--- config.mk ---
export PLATFORM = sky130hd
export DESIGN_NAME = pc_fetch_unit
export DESIGN_NICKNAME = d
export VERILOG_FILES = /design/src/rtl/pc_fetch_unit.sv
export SDC_FILE = /design/constraint.sdc
export NUM_CORES = 1
export LEC_CHECK = 0
export CAP_MARGIN = 40
export CORE_MARGIN = 4
export CORE_UTILIZATION = 37
export CTS_CLUSTER_DIAMETER = 50
export DETAILED_ROUTE_END_ITERATION = 8
export PLACE_DENSITY = 0.87
export SLEW_MARGIN = 20
export SYNTH_ARGS = -nofsm -noshare
export SYNTH_HDL_FRONTEND = slang
export SYNTH_SLANG_ARGS = --single-unit
--- constraint.sdc ---
create_clock -name CLK -period 3.7 [get_ports CLK]
set_clock_uncertainty 0.1 [all_clocks]
set_input_delay 0.74 -clock CLK [delete_from_list [all_inputs] [get_ports CLK]]
set_output_delay 0.74 -clock CLK [all_outputs]
set_load 0.01 [all_outputs]
--- src/rtl/pc_fetch_unit.sv ---
// pc_fetch_unit: fetch PC register, next-PC selection and instruction-memory
// request. The next PC is chosen by priority: halt freeze, then redirect
// target, then BTB prediction, then sequential PC+4.
// Define PC_FETCH_BTB_EN to build the direct-mapped BTB. Without it, fetch is
// purely sequential and pred_taken is tied low.
module pc_fetch_unit #(
    parameter logic [31:0] PC_INIT     = 32'h0000_0000,
    parameter int unsigned BTB_ENTRIES = 16
) (
    input  logic        CLK,
    input  logic        RST,
    input  logic        pc_WEN,
    input  logic        npc_change,
    input  logic [31:0] npc_target,
    input  logic        halt,
    input  logic        btb_wen,
    input  logic [31:0] btb_pc,
    input  logic [31:0] btb_target,
    output logic        imemREN,
    output logic [31:0] imemaddr,
    output logic [31:0] pc,
    output logic [31:0] pc_plus4,
    output logic        pred_taken,
    output logic [31:0] pred_target,
    output logic        halted
);

    typedef enum logic {
        RUN,
        HALTED
    } state_t;

    state_t      state;
    logic [31:0] next_pc;

    assign imemaddr = pc;
    assign pc_plus4 = pc + 32'd4;

`ifdef PC_FETCH_BTB_EN
    localparam int unsigned IW = $clog2(BTB_ENTRIES);
    localparam int unsigned TW = 30 - IW;

    logic [BTB_ENTRIES-1:0] btb_valid;
    logic [TW-1:0]          btb_tag [BTB_ENTRIES];
    logic [29:0]            btb_tgt [BTB_ENTRIES];
    logic [IW-1:0]          lk_idx;
    logic [IW-1:0]          wr_idx;
    logic                   unused_btb;

    assign lk_idx     = pc[2+IW-1:2];
    assign wr_idx     = btb_pc[2+IW-1:2];
    assign unused_btb = ^{btb_pc[1:0], btb_target[1:0], npc_target[1:0]};

    // Combinational lookup on the registered PC; writes land at the edge, so a
    // same-cycle write is only visible from the following cycle.
    always_comb begin
        pred_taken  = btb_valid[lk_idx] && (btb_tag[lk_idx] == pc[31:2+IW]);
        pred_target = pred_taken ? {btb_tgt[lk_idx], 2'b00} : pc_plus4;
    end

    // Valid bits: cleared by reset, set by an update (accepted even when halted).
    always_ff @(posedge CLK) begin
        if (RST) begin
            btb_valid <= '0;
        end else if (btb_wen) begin
            btb_valid[wr_idx] <= 1'b1;
        end
    end

    // Tag/target storage needs no reset; entries are qualified by the valid bit.
    always_ff @(posedge CLK) begin
        if (!RST && btb_wen) begin
            btb_tag[wr_idx] <= btb_pc[31:2+IW];
            btb_tgt[wr_idx] <= btb_target[31:2];
        end
    end
`else
    logic unused_btb;

    assign unused_btb = ^{btb_wen, btb_pc, btb_target, npc_target[1:0],
                          BTB_ENTRIES[0]};

    // No BTB: prediction is always the sequential PC.
    always_comb begin
        pred_taken  = 1'b0;
        pred_target = pc_plus4;
    end
`endif

    // Next-PC select: redirect beats prediction/sequential.
    always_comb begin
        next_pc = npc_change ? {npc_target[31:2], 2'b00} : pred_target;
    end

    // Fetch FSM: halt beats a same-cycle redirect; HALTED exits only via reset.
    always_ff @(posedge CLK) begin
        if (RST) begin
            state   <= RUN;
            pc      <= {PC_INIT[31:2], 2'b00};
            imemREN <= 1'b1;
            halted  <= 1'b0;
        end else begin
            case (state)
                RUN: begin
                    if (halt) begin
                        state   <= HALTED;
                        imemREN <= 1'b0;
                        halted  <= 1'b1;
                    end else if (pc_WEN || npc_change) begin
                        pc <= next_pc;
                    end
                end
                HALTED: begin
                    imemREN <= 1'b0;
                    halted  <= 1'b1;
                end
                default: begin
                    state   <= RUN;
                    imemREN <= 1'b1;
                    halted  <= 1'b0;
                end
            endcase
        end
    end

endmodule
* Word level (Yosys, flattened, before mapping)
Cells that the tools add are included.
Cells by class: $add $sub $neg 1, equal/unequal tests 1, mux-type cells 7, bitwise operators 2, reduce and logical (&&, ||, !) cells 2
Operators by type and width (count):
- 32-bit by 3-bit adder with 32-bit output, second input constant | 1
- 32-bit 2-to-1 mux | 1
- 1-bit 2-to-1 mux | 4
- 1-bit one-hot mux with 2 select lines | 2
- 3-bit AND reduction | 1
- 2-bit != test, second input constant | 1
- 1-bit NOT | 2
- 1-bit logical OR | 1
Word-level totals: bits in registers 35, input port bits 102, output and inout bits 131, word-level logic and storage cells 17

* Logic depth before layout (Yosys ltp)
word-level depth 2, gate-level depth with buffers 8, depth with buffers taken out 6

* Least setup slack after synthesis
OpenSTA, ideal clock, no wires.
kind reg2out, from register pc[4] (netlist: imemaddr[4]), to output port pred_target[30], data arrival time 2.079 ns, slack 0.781 ns, cell stages (with the launch flop) 9, path buffers 3, cells stage by stage dfxtp_1 -> buf_4 -> and4_2 -> buf_2 -> nand4_1 -> nor4_4 -> nand4_1 -> xnor2_1 -> buf_4
On the way: cells in the longest elaborated chain, start to end 1
Ends and longest elaborated chain:
- from (decl) | RTL line 21 | output logic [31:0] pc,
- from (signal assigned) | RTL line 99 | pc <= {PC_INIT[31:2], 2'b00};
- from (signal assigned) | RTL line 110 | pc <= next_pc;
- 32-bit by 3-bit adder with 32-bit output | RTL line 37 | assign pc_plus4 = pc + 32'd4;
- to (decl) | RTL line 24 | output logic [31:0] pred_target,
No other way between the ends.

* Final worst setup path
from register pc[23] (netlist: imemaddr[23]), to output port pc_plus4[31]
On the way: cells in the longest elaborated chain, start to end 1
Ends and longest elaborated chain:
- 32-bit by 3-bit adder with 32-bit output | RTL line 37
- to (decl) | RTL line 22 | output logic [31:0] pc_plus4,
No other way between the ends.

==> impl_metrics.toml <==
[outcome]
status = "completed"

[worst_hold_path]
hp-class = "flop to flop"

[cells_and_area]
nNetsFinal = 610
fin_area_mm2 = 0.00438
final-instance-count-excl-fill = 609
layout_commonest_cell = "clkdlybuf4s50_1"
drive_above_1_share_pct = 9.27
final-seq-area_um2 = 666
multi_input_area_mm2 = 0.00176
final_cell_mix = "155 x clkdlybuf4s50_1, 41 x nand2_1, 31 x nor2_1, 29 x dfxtp_1, 23 x a21oi_1"
fillers = 738
n_antenna_cell = 0
syn_to_final_growth_pct = 42.4

[setup_path]
worstSetupStartpoint = "imemaddr[23]"
end_kind = "output port"
endpoint = "pc_plus4[31]"
setup.worst_path.class = "flop to output port"
r2r-end = "imemaddr[29]"
crit_required_ns = 2.86
r2r_start = "imemaddr[2]"
path_max_fanout = 8
r2r_cells = 5
cp.arrival_ns = 2.71
reg2reg_slack_ns = 1.40
startpoint_type = "flop"

[sta]
worst_pin_slew_ns = 0.697
setup_viol = 0
worst_slack_ns = 0.153
hold_viol_final = 0
drv_slew = 0
max_slew_margin_pct = 53.5
rsz0062_at_grt = "no"
post-route-period-util_pct = 95.9
fmax_ghz = 0.282
setup_tns_ns = 0
period_minus_slack_ns = 3.55

[global_routing]
grt-ovfl-total = 0
antenna_found_initial = 0
grt_max_degree = 74
gr-usage-all-layers_pct = 19.9
grt_pass1_vias = 3214
grt_pass1_wl_um = 16200

[synthesis]
yosys.area_share.simple_pct = 27.9
synth_fa_ha_area_share_pct = 0.407
ys_async_sr_fraction_pct = 0
syn_avg_cell_area_um2 = 7.34
yosys.area_share.xor_xnor_pct = 7.97
syn_area_mm2 = 0.00308
synthCells = 419
synth_ff_type = "dfxtp_1"
synth_top_family_by_area = "simple AND/OR/NAND/NOR gates"
synthMuxAreaShare_pct = 0.651
ys_seq_area_share_pct = 21.5
yosysUniqueCellTypes = 60
synth_warnings = 0
synth-compound-area-share_pct = 17.8
ys_ff_latch = 33
synth_edf_count = 0

[power_and_ir_drop]
p_per_area_mw_per_mm2 = 244
ir_worst_vdd_v = 0.000128
p_total_uw = 1070
p_leak_uw = 0.00157

[clock_network]
cts-buffers-inserted = 5
htreeDepth = 2
clockBufferDepth = 2
clk-insertion-delay-late_ns = 0.29
clk_pin_slew_worst_paths_ns = 0.08
hold_buffers = 0
cts_tree = "built"
clkSinkCount = 33
cts_root_buf = "clkbuf_8"

[floorplanning]
die_area_mm2 = 0.00984
rows = 32
die_h_um = 99.2
fp.coreArea_mm2 = 0.00789
start_util_pct = 39.0
dieWidth_um = 99.2
io_pins = 233

[placement]
dpl.hpwl_um = 7700
place_area_mm2 = 0.00424
io_buffers = 156
pre_cts_ws_ns = 0.268
place.gp.congestion = 0.819
place_inst = 600

[route]
drt_iter0_markers = 243
totalWireLength_um = 10300
postRouteAntennaNets = 0
wire_per_inst_um = 16.9
dr.pass1.iters = 4
post-route-drc-count = 0
via_count = 3338
vias_per_cell = 5.48

[flow_run]
cap_viol_max_count = 0
==> worst min path at each step <==
stage | slack, ns | to | start | cells after the start
2_1_floorplan | 0.40 | imemREN | imemREN | 1
5_1_grt | 0.37 | imemREN | imemREN | 1
3_3_place_gp | 0.34 | imemREN | imemREN | 1
4_1_cts | 0.36 | imemREN | imemREN | 1
3_5_place_dp | 0.34 | imemREN | imemREN | 1
6_report | 0.35 | imemREN | imemREN | 1
==> where the power goes <==
part	internal, uW	switching, uW
combinational	209	163
sequential	377	39.2
clock	148	133
total	733	335
==> sequential cells by signal (all words and copies together), names as in the netlist <==
name / cells
halted: 1
state: 1
imemREN: 1
imemaddr: 30
==> synth_stat cells, types with 4 or more instances <==
| cell type | n | share of area (%) |
|---|---|---|
| inv_1 | 5 | 0.61 |
| nand2_1 | 41 | 5.0 |
| nand2b_1 | 5 | 1.0 |
| xnor2_1 | 17 | 4.8 |
| nor3_1 | 10 | 1.6 |
| nor2_1 | 31 | 3.8 |
| nand3b_1 | 4 | 0.98 |
| o21ai_0 | 16 | 2.6 |
| dfxtp_1 | 33 | 21 |
| nor4_1 | 7 | 1.4 |
| xor2_1 | 11 | 3.1 |
| and3_1 | 6 | 1.2 |
| nand4_1 | 10 | 2.0 |
| nand3_1 | 16 | 2.6 |
| buf_2 | 9 | 1.5 |
| a22oi_1 | 5 | 1.2 |
| a21oi_1 | 23 | 3.7 |
| a41oi_1 | 4 | 1.1 |
| a31oi_1 | 9 | 1.8 |
| o31ai_1 | 6 | 1.5 |
| or3_1 | 4 | 0.81 |
| clkbuf_1 | 16 | 2.0 |
| buf_4 | 72 | 18 |
| or4_1 | 4 | 0.98 |
==> through the flow <==
step                hold WS, ns  util, %
finish                    0.353     55.5
global route              0.374     55.5
CTS                       0.361     54.9
detailed placement        0.345     53.7
global placement          0.336     53.5
floorplan                 0.397        -
==> timing repair <==
| item | in CTS | in global routing |
|---|---|---|
| pin swaps | 1 | 1 |
| resized for setup | 2 | 8 |
| endpoints found under the setup margin | 4 | 18 |
| buffers inserted | 0 | 2 |
==> layer usage <==
metal | global-route usage, % | part of all wire (%)
met4 | 5.15 | 1.0
met2 | 33.5 | 48
met3 | 5.05 | 10
met5 | 0 | 0
met1 | 25.2 | 41
==> logic make-up (layout without fill, tap and decap cells) <==
logic type | after synthesis | count (layout)
simple gates | 160 | 160
buf+inv | 109 | 189
fa+ha+maj | 1 | 1
flops | 33 | 33
compound gates | 85 | 85
mux | 2 | 2
other cells | 1 | 9
xor+xnor | 28 | 28
==> final cells by class <==
cell class / instances / share of cell area [%]
Clock buffer: 7 / 1.97
Inverter: 5 / 0.428
Multi-Input combinational cell: 285 / 40.2
Sequential cell: 33 / 15.2
Tap cell: 102 / 2.91
Timing Repair Buffer: 177 / 39.3
==> worst max-delay path, stage by stage (launching register included) <==
cell and delay (ns):
dfxtp_1 0.52, nand3_2 0.24, or4_1 0.55, nor3_2 0.29, xor2_1 0.23, clkdlybuf4s50_1 0.58
Note: power is estimated with default switching activity, not from simulation.
